File: src/rtl/cdb_arb_pkg.sv
`default_nettype none
// +----------------------------------------------------------------------------+
// | cdb_arb_pkg : shared CDB packet type and sizing constants                  |
// | Revision    : 1.0 - initial release                                        |
// +----------------------------------------------------------------------------+
package cdb_arb_pkg;

  localparam int PRW       = 6;
  localparam int TRW       = 5;
  localparam int CDB_LANES = 4;
  localparam int CDB_SRCS  = 6;

  typedef struct packed {
    logic           en;
    logic [PRW-1:0] tag;
    logic           t_en;
    logic [TRW-1:0] t_tag;
  } Cdb_pkt_t;

  // A packet with neither field enabled carries nothing worth broadcasting.
  function automatic logic pkt_live(input Cdb_pkt_t p);
    return p.en | p.t_en;
  endfunction

endpackage
`default_nettype wire

File: src/rtl/cdb_src_fifo.sv
`default_nettype none
// +----------------------------------------------------------------------------+
// | cdb_src_fifo : per-source circular FIFO of CDB packets                     |
// | Revision     : 1.0 - initial release                                       |
// +----------------------------------------------------------------------------+
module cdb_src_fifo
  import cdb_arb_pkg::*;
#(
  parameter  int DEPTH = 2,
  localparam int CW    = $clog2(DEPTH + 1)
) (
  input  logic          clk,
  input  logic          rst,
  input  logic          i_push,
  input  Cdb_pkt_t      i_push_pkt,
  input  logic          i_pop,
  input  logic          i_flush,
  output Cdb_pkt_t      o_head,
  output logic          o_head_valid,
  output logic [CW-1:0] o_count
);

  localparam int PW = (DEPTH > 1) ? $clog2(DEPTH) : 1;

  Cdb_pkt_t      r_mem [DEPTH];
  logic [PW-1:0] r_rd;
  logic [PW-1:0] r_wr;
  logic [CW-1:0] r_count;

  function automatic logic [PW-1:0] ptr_inc(input logic [PW-1:0] p);
    return (p == PW'(DEPTH - 1)) ? '0 : p + 1'b1;
  endfunction

  always_ff @(posedge clk) begin
    if (rst || i_flush) begin
      r_rd    <= '0;
      r_wr    <= '0;
      r_count <= '0;
    end else begin
      if (i_push) r_wr <= ptr_inc(r_wr);
      if (i_pop)  r_rd <= ptr_inc(r_rd);
      r_count <= r_count + CW'(i_push) - CW'(i_pop);
    end
  end

  always_ff @(posedge clk) begin
    if (i_push && !(rst || i_flush)) r_mem[r_wr] <= i_push_pkt;
  end

  assign o_head       = r_mem[r_rd];
  assign o_head_valid = (r_count != '0);
  assign o_count      = r_count;

endmodule
`default_nettype wire

File: src/rtl/cdb_arb.sv
`default_nettype none
// +----------------------------------------------------------------------------+
// | cdb_arb : round-robin common data bus arbiter with per-source FIFOs        |
// | Option  : define CDB_BYPASS_EN for same-cycle bypass of empty FIFOs        |
// | Revision: 1.0 - initial release                                            |
// +----------------------------------------------------------------------------+
module cdb_arb
  import cdb_arb_pkg::*;
#(
  parameter int NSRC  = CDB_SRCS,
  parameter int DEPTH = 2,
  parameter int NLANE = CDB_LANES
) (
  input  logic                  clk,
  input  logic                  rst,
  input  logic                  i_recovery_en,
  input  logic     [NSRC-1:0]   i_wb_valid,
  input  Cdb_pkt_t [NSRC-1:0]   i_wb_pkt,
  output logic     [NSRC-1:0]   o_wb_rdy,
  output Cdb_pkt_t [NLANE-1:0]  o_cdb_pkt,
  output logic                  o_cdb_busy
);

  localparam int CW = $clog2(DEPTH + 1);
  localparam int RW = (NSRC > 1) ? $clog2(NSRC) : 1;
  localparam int LW = (NLANE > 1) ? $clog2(NLANE) : 1;

  logic     [NSRC-1:0]         w_accept, w_live, w_byp, w_cand, w_grant;
  logic     [NSRC-1:0]         w_push, w_pop, w_head_valid, w_nonempty_nxt;
  Cdb_pkt_t [NSRC-1:0]         w_head, w_cand_pkt;
  logic     [NSRC-1:0][CW-1:0] w_count;
  Cdb_pkt_t [NLANE-1:0]        w_lane;
  logic     [RW-1:0]           w_rr_nxt;
  logic     [RW-1:0]           r_rr;
  Cdb_pkt_t [NLANE-1:0]        r_cdb_pkt;
  logic                        r_cdb_busy;

  for (genvar i = 0; i < NSRC; i++) begin : g_src
    assign o_wb_rdy[i] = (w_count[i] < CW'(DEPTH));
    assign w_accept[i] = i_wb_valid[i] & o_wb_rdy[i];
    assign w_live[i]   = w_accept[i] & pkt_live(i_wb_pkt[i]);
`ifdef CDB_BYPASS_EN
    assign w_byp[i]    = w_live[i] & ~w_head_valid[i];
`else
    assign w_byp[i]    = 1'b0;
`endif
    assign w_cand[i]     = w_head_valid[i] | w_byp[i];
    assign w_cand_pkt[i] = w_head_valid[i] ? w_head[i] : i_wb_pkt[i];
    assign w_pop[i]      = w_grant[i] & w_head_valid[i];
    // A bypassed packet that wins a lane never lands in the FIFO.
    assign w_push[i]     = w_live[i] & ~(w_grant[i] & w_byp[i]);
    assign w_nonempty_nxt[i] =
        (w_count[i] + CW'(w_push[i]) - CW'(w_pop[i])) != '0;

    cdb_src_fifo #(.DEPTH(DEPTH)) u_fifo (
      .clk          (clk),
      .rst          (rst),
      .i_push       (w_push[i]),
      .i_push_pkt   (i_wb_pkt[i]),
      .i_pop        (w_pop[i]),
      .i_flush      (i_recovery_en),
      .o_head       (w_head[i]),
      .o_head_valid (w_head_valid[i]),
      .o_count      (w_count[i])
    );
  end

  always_comb begin
    int            w_used;
    int            w_sum;
    logic [RW-1:0] w_idx;
    logic [LW-1:0] w_slot;
    w_grant  = '0;
    w_lane   = '0;
    w_rr_nxt = r_rr;
    w_used   = 0;
    w_sum    = 0;
    w_idx    = '0;
    w_slot   = '0;
    for (int k = 0; k < NSRC; k++) begin
      w_sum = int'(r_rr) + k;
      if (w_sum >= NSRC) w_sum = w_sum - NSRC;
      w_idx = RW'(w_sum);
      if (w_cand[w_idx] && (w_used < NLANE)) begin
        w_slot          = LW'(w_used);
        w_grant[w_idx]  = 1'b1;
        w_lane[w_slot]  = w_cand_pkt[w_idx];
        w_rr_nxt        = (w_sum == NSRC - 1) ? '0 : RW'(w_sum + 1);
        w_used          = w_used + 1;
      end
    end
  end

  always_ff @(posedge clk) begin
    if (rst) begin
      r_rr       <= '0;
      r_cdb_pkt  <= '0;
      r_cdb_busy <= 1'b0;
    end else if (i_recovery_en) begin
      r_cdb_pkt  <= '0;
      r_cdb_busy <= 1'b0;
    end else begin
      r_rr       <= w_rr_nxt;
      r_cdb_pkt  <= w_lane;
      r_cdb_busy <= |w_nonempty_nxt;
    end
  end

  assign o_cdb_pkt  = r_cdb_pkt;
  assign o_cdb_busy = r_cdb_busy;

endmodule
`default_nettype wire

File: config.mk
export PLATFORM = sky130hd
export DESIGN_NAME = cdb_arb
export DESIGN_NICKNAME = d
export VERILOG_FILES = /design/src/rtl/cdb_arb_pkg.sv /design/src/rtl/cdb_src_fifo.sv /design/src/rtl/cdb_arb.sv
export SDC_FILE = /design/constraint.sdc
export NUM_CORES = 1
export LEC_CHECK = 0
export ABC_AREA = 1
export CORE_ASPECT_RATIO = 0.9
export CORE_UTILIZATION = 40
export DETAILED_ROUTE_END_ITERATION = 16
export HOLD_SLACK_MARGIN = 0.05
export PLACE_DENSITY_LB_ADDON = 0.05
export SYNTH_ARGS = -nofsm -noshare
export SYNTH_HDL_FRONTEND = slang
export SYNTH_HIERARCHICAL = 1
export SYNTH_SLANG_ARGS = --single-unit
File: constraint.sdc
create_clock -name clk -period 9.9 [get_ports clk]
set_input_delay 0.99 -clock clk [delete_from_list [all_inputs] [get_ports clk]]
set_output_delay 0.99 -clock clk [all_outputs]
set_load 0.01 [all_outputs]
==> flow_summary.yaml, run 1 <==
status:
  status: "finished clean"
floorplan:
  core_region_area_um2: 41840
  rows: 71
  initial_core_util_pct: 40.62
  die_area_um2: 43320
  die_w_um: 219.3
  ios: 146
  die_h_um: 197.6
grt:
  antenna_found_initial: 1
  grt_max_degree: 99
  grt_pass1_vias: 14910
  grt-ovfl-total: 0
  grt_use_total_pct: 27.27
  grt_pass1_wl_um: 88530
place:
  pre_cts_slack_ns: 2.544
  place.gp.congestion: 0.9657
  hpwl_um: 46610
  placement.io_buffers: 145
worst_setup_path:
  worstSetupPathType: "flop to flop"
  path_delay_family: "simple AND/OR/NAND/NOR gates"
  cpMaxStageDelayCell: "dfxtp_1"
  cp-start-kind: "flop"
  slowest_delay_ns: 0.62
  critPathArrivalTime_ns: 7.86
  r2r-start: "r_rr[1]"
  cp.depth: 35
  crit_fanout: 22
  r2r_end: "o_cdb_busy"
  r2r_slack_ns: 2.47
  crit_start: "r_rr[1]"
  crit_end: "o_cdb_busy"
  cp_num_buf_inv: 6
  ff2ff_path_depth: 35
  critPathCaptureType: "flop"
  cp_data_required_time_ns: 10.33
  crit_top_cell: "nand2_1"
timing:
  skew_ns: 0.01035
  timing.final.ws_setup_ns: 2.469
  tightest_slew_ns: 1.304
  hold_viol: 0
  post-route-period-util_pct: 75.06
  finalCriticalPeriod_ns: 7.431
  rsz0062_at_grt: "no"
  setup_violations: 0
  setup_tns_ns: 0
  finalMaxSlewViolations: 0
  fmax_ghz: 0.1346
  slew_headroom_pct: 12.12
pwr:
  pwr-share-comb_pct: 70.1
  pwr-share-clk_pct: 12.9
  peakVddDrop_v: 0.0002281
  leakage_uw: 0.008548
  p_int_uw: 3079
  power.density_nw_per_um2: 367.9
  p_sw_uw: 4142
  pwr-share-seq_pct: 17.0
  switching_share_pct: 57.36
clocking:
  clk_latency_ns: 0.57
  numCtsBuffers: 27
  hold_buffers: 0
  clock_tree.root_cell: "clkbuf_16"
  cts_setup_buffers: 0
  h-tree-depth: 1
  clock_sinks: 242
  clk_path_buf_depth: 3
  cts.clk_slew.worst_paths_ns: 0.06
  cts_tree: "done"
  ctsResizeCount: 0
finish:
  n_fill_cell: 4333
  n_antenna_cell: 0
  multi_input_area_um2: 9114
  final-seq-area_um2: 6407
  utilization_pct: 46.91
  drive_gt1_share_pct: 9.516
  fin_nets: 2566
  syn_to_final_growth_pct: 15.50
synthesis:
  synth_area_leaders: "edfxtp_1 28%, nand2_1 15%, dfxtp_1 10%"
  netlist_area_um2: 17000
  synth_top_cell_area_share_pct: 27.56
  synth_cell_types: 53
  yosysTopAreaCell: "edfxtp_1"
  syn-num-nets: 2468
  ys_seq_area_share_pct: 37.69
  synthCells: 2319
  yosys_warnings: 6
  avgSynthCellArea_um2: 7.329
  ys_ff_latch: 242
detailed_routing:
  post_drt_wl_per_cell_um: 19.58
  drc: 0
  first_pass_iters: 5
  initialDrtViolationCount: 1149
  wl_um: 58430
  num_vias: 15430
  vias_per_cell: 5.169
  antenna_left: 0
worst_hold_path:
  worst_hold_path_type: "flop to flop"
flow_run:
  maxCapViolCount: 0
## final cells by class
type | count | area share [%]
multi-input combinational | 1714 | 46.43
sequential | 242 | 32.64
timing repair buffer | 167 | 8.236
inverter | 265 | 5.093
clock buffer | 38 | 3.652
tap | 547 | 3.487
clock inverter | 12 | 0.4590
## cells in the mapped netlist (all sizes together)
cell / instances
a21boi: 3
a21oi: 44
a22oi: 8
a2bb2oi: 1
and2: 10
buf: 36
clkbuf: 62
clkinv: 1
dfxtp: 86
edfxtp: 156
fa: 1
ha: 61
inv: 264
mux2: 78
mux2i: 2
nand2: 724
nand3: 128
nand3b: 2
nand4: 4
nor2: 289
nor3: 25
nor4: 1
o2111ai: 8
o211ai: 9
o21a: 1
o21ai: 274
o22ai: 8
o31ai: 1
or2: 9
or4: 1
xnor2: 14
xor2: 8
## logic make-up after synthesis
kind of cell,share of synthesized area [%]
simple gates,29.68
buf+inv,8.754
compound gates,11.38
flops,37.69
mux,6.611
fa+ha+maj,4.609
xor+xnor,1.266
## worst min path at each step
stage	from	endpoint	slack, ns	cells after the start
6_report	g_src[1].u_fifo/r_wr	g_src[1].u_fifo/r_wr	0.47	2
5_1_grt	g_src[1].u_fifo/r_wr	g_src[1].u_fifo/r_wr	0.50	2
4_1_cts	g_src[5].u_fifo/r_wr	g_src[5].u_fifo/r_wr	0.47	2
3_5_place_dp	g_src[5].u_fifo/r_wr	g_src[5].u_fifo/r_wr	0.46	2
3_3_place_gp	g_src[2].u_fifo/r_wr	g_src[2].u_fifo/r_wr	0.45	2
2_1_floorplan	g_src[2].u_fifo/r_wr	g_src[2].u_fifo/r_wr	0.44	2
## flip-flops by register name, indices dropped and copies added, names as in the netlist, named ones only
signal	cells
g_src.u_fifo/r_mem	156
g_src.u_fifo/o_count	12
o_cdb_pkt	52
g_src.u_fifo/r_wr	6
r_rr	3
o_cdb_busy	1
g_src.u_fifo/r_rd	6
## stage by stage
stage          cell area, µm²  cells  total power (µW)  hold WS, ns
6_report                19630   2985              7221       0.4690
5_1_grt                 19630   2985              7835       0.4983
3_5_place_dp            18820   2935              6217       0.4573
4_1_cts                 19630   2985              7182       0.4723
3_3_place_gp            18820   2935              6215       0.4510
2_1_floorplan           17000   2319              4682       0.4441
## placed cells by master (no fill, tap or decap), types with 3 or more instances in the layout
cell type	instances
nand2_4	11
nor2_1	278
o22ai_1	8
clkinv_1	6
mux2_2	18
o21ai_2	4
nand3_1	120
edfxtp_1	156
xnor2_1	13
inv_2	13
nand2_1	682
clkinv_2	3
a22oi_1	8
ha_1	61
nand3_4	3
o211ai_1	9
clkbuf_1	11
nand2_2	31
o2111ai_1	8
and2_1	8
nand3_2	5
inv_1	249
a21oi_1	42
or2_2	9
dfxtp_1	85
clkdlybuf4s50_1	145
xor2_1	6
mux2_4	60
nand4_1	4
o21ai_1	15
clkbuf_16	27
o21ai_0	254
nor3_1	24
nor2_2	3
nor2_4	7
buf_4	22
a21boi_0	3
## worst reg2reg max path, delay by kind of cell, from the launching register on
kind	cells	cell delay (ns)
DFF	1	0.62
adders and majority gates	7	2.05
AOI/OAI and AO/OA	4	0.82
buffers and inverters	6	0.63
and+or+nand+nor	18	3.20
## power groups by stage
| stage | combinational [µW] | clock (µW) | sequential [µW] |
|---|---|---|---|
| floorplan | 3450 | 0 | 1230 |
| global placement | 4970 | 0 | 1240 |
| detailed placement | 4970 | 0 | 1250 |
| CTS | 4990 | 964 | 1230 |
| global route | 5600 | 1000 | 1240 |
| finish | 5060 | 933 | 1220 |
## per-layer routing
metal,global-route usage [%],share of wire (%)
met1,38.03,46
met2,44.96,46
met3,3.033,5.7
met4,6.430,2.4
met5,0,0
Power figures use the tool's default switching activity.
==> run 2: changes to the inputs <==
clock period = 6.51 ns   (was 9.9 ns; I/O delays follow)
==> run 2 against run 1 <==
Net effect: total power rose by 55%; sequential share of layout area fell by 0.40 points; combinational power rose by 55%; fmax rose by 22%; setup slack got worse by 2.0 ns; register-to-register slack got worse by 2.0 ns; largest power group unchanged; non-clock buffer count rose by 26; die area did not move; count of clock-buffer cells in the layout rose by 5; wire length rose by 0.68%.
==> flow_summary.yaml, run 2 (synthesized netlist as in run 1, its figures left out) <==
clocking:
  clock_tree.root_cell: "clkbuf_16"
  cts.clk_slew.worst_paths_ns: 0.06
  clk_path_buf_depth: 3
  cts_setup_buffers: 0
  ctsResizeCount: 0
  numCtsBuffers: 26
  clk_latency_ns: 0.56
  h-tree-depth: 1
  hold_buffers: 0
  clock_sinks: 242
  cts_tree: "done"
finish:
  fin_nets: 2591
  drive_gt1_share_pct: 10.68
  largest_register: "g_src.u_fifo/r_mem"
  finalInstanceArea_um2: 19870
  syn_to_final_growth_pct: 16.93
  largest_reg_flops: 156
  most-common-layout-cells: "682 x nand2_1, 278 x nor2_1, 254 x o21ai_0, 249 x inv_1, 156 x edfxtp_1"
  n_antenna_cell: 0
  finalNonFillerCells: 3009
  final_common_cell: "nand2_1"
worst_setup_path:
  cpMaxStageDelayCell: "or4_1"
  critPathArrivalTime_ns: 6.50
  crit_fanout: 14
  cp-start-kind: "flop"
  slowest_delay_ns: 0.53
  critPathCaptureType: "flop"
  cp_data_required_time_ns: 6.93
  path_delay_family: "simple AND/OR/NAND/NOR gates"
  worstSetupPathType: "flop to flop"
  cp_num_buf_inv: 8
grt:
  grt_max_degree: 62
  grt-ovfl-total: 0
  antenna_found_initial: 1
  grt_use_total_pct: 27.44
  grt_pass1_wl_um: 89800
  grt_pass1_vias: 15140
floorplan:
  die_w_um: 219.3
  initial_core_util_pct: 40.62
  core_region_area_um2: 41840
  die_area_um2: 43320
  ios: 146
  die_h_um: 197.6
  rows: 71
detailed_routing:
  drc: 0
  first_pass_iters: 5
  wl_um: 58830
  vias_per_cell: 5.179
  antenna_left: 0
  wl_met3_um: 3603
  initialDrtViolationCount: 1254
  highest_layer: "met4"
  num_vias: 15580
  wl_met2_um: 27070
  wl_met1_um: 26800
  post_drt_wl_per_cell_um: 19.55
timing:
  hold_slack_ns: 0.4661
  hold_viol: 0
  setup_violations: 0
  skew_ns: 0.01679
  rsz0062_at_grt: "no"
  tightest_slew_ns: 1.327
  finalMaxSlewViolations: 0
  fmax_ghz: 0.1646
  post-route-period-util_pct: 93.33
  finalCriticalPeriod_ns: 6.076
  slew_headroom_pct: 10.62
  setup_tns_ns: 0
place:
  place.gp.congestion: 1.001
  placed_cells: 2961
  placed_cell_area_um2: 19020
  placement.io_buffers: 145
  hpwl_um: 47150
pwr:
  leakage_uw: 0.008710
  peakVddDrop_v: 0.0002799
  power.density_nw_per_um2: 562.2
status:
  status: "finished clean"
worst_hold_path:
  worst_hold_path_type: "flop to flop"
flow_run:
  maxCapViolCount: 0
## run 2: cell types whose count changed in the layout (fill, tap and decap cells not counted)
cell | previous run | this run
clkbuf_2 | 0 | 2
buf_4 | 22 | 48
clkinv_2 | 3 | 2
clkinv_4 | 2 | 0
inv_6 | 1 | 0
clkbuf_1 | 11 | 7
clkinv_1 | 6 | 3
clkbuf_8 | 0 | 7
## run 2: area by class of cell
class,count,area [µm²]
Inverter,265,999.7
Tap cell,547,684.4
Clock buffer,43,808.3
Fill cell,4236,21970
Timing Repair Buffer,193,1812
Clock inverter,5,47.55
Multi-Input combinational cell,1714,9114
Sequential cell,242,6407
## run 2: stage by stage
stage,utilization (%),worst slack [ns],power (µW)
after floorplan,-,0.1400,7121
final,47.50,0.4342,11170
after global placement,45.45,0.7959,9608
after global routing,47.50,0.02741,12120
after detailed placement,45.45,0.5150,9593
after CTS,47.50,0.5027,11120
## run 2: worst min-delay path, cell delays in order, from the launching register on
cell	delay, ns
dfxtp_1	0.31
nand2_1	0.06
a21oi_1	0.06
## run 2: path summary, 6_finish.rpt
kind | startpoint | to | slack, ns | cells past startpoint
worst max-delay path | r_rr[2] | o_cdb_busy | 0.43 | 34
worst min-delay path | g_src[0].u_fifo/r_wr | g_src[0].u_fifo/r_wr | 0.47 | 2
worst max register to register | r_rr[2] | o_cdb_busy | 0.43 | 34
worst min register to register | g_src[0].u_fifo/r_wr | g_src[0].u_fifo/r_wr | 0.47 | 2
## run 2: routing by layer
layer  vias to the layer above  track usage (%)
li1                       7739                -
met1                      7306            37.86
met2                       465            45.51
met3                        74            3.480
met4                         0            6.121
met5                         -                0
## run 2: power breakdown
| part | leakage (µW) | internal [µW] | switching [µW] |
|---|---|---|---|
| sequential | 0.00211 | 1760 | 90.6 |
| combinational | 0.00617 | 2240 | 5610 |
| clock | 0.000425 | 878 | 591 |
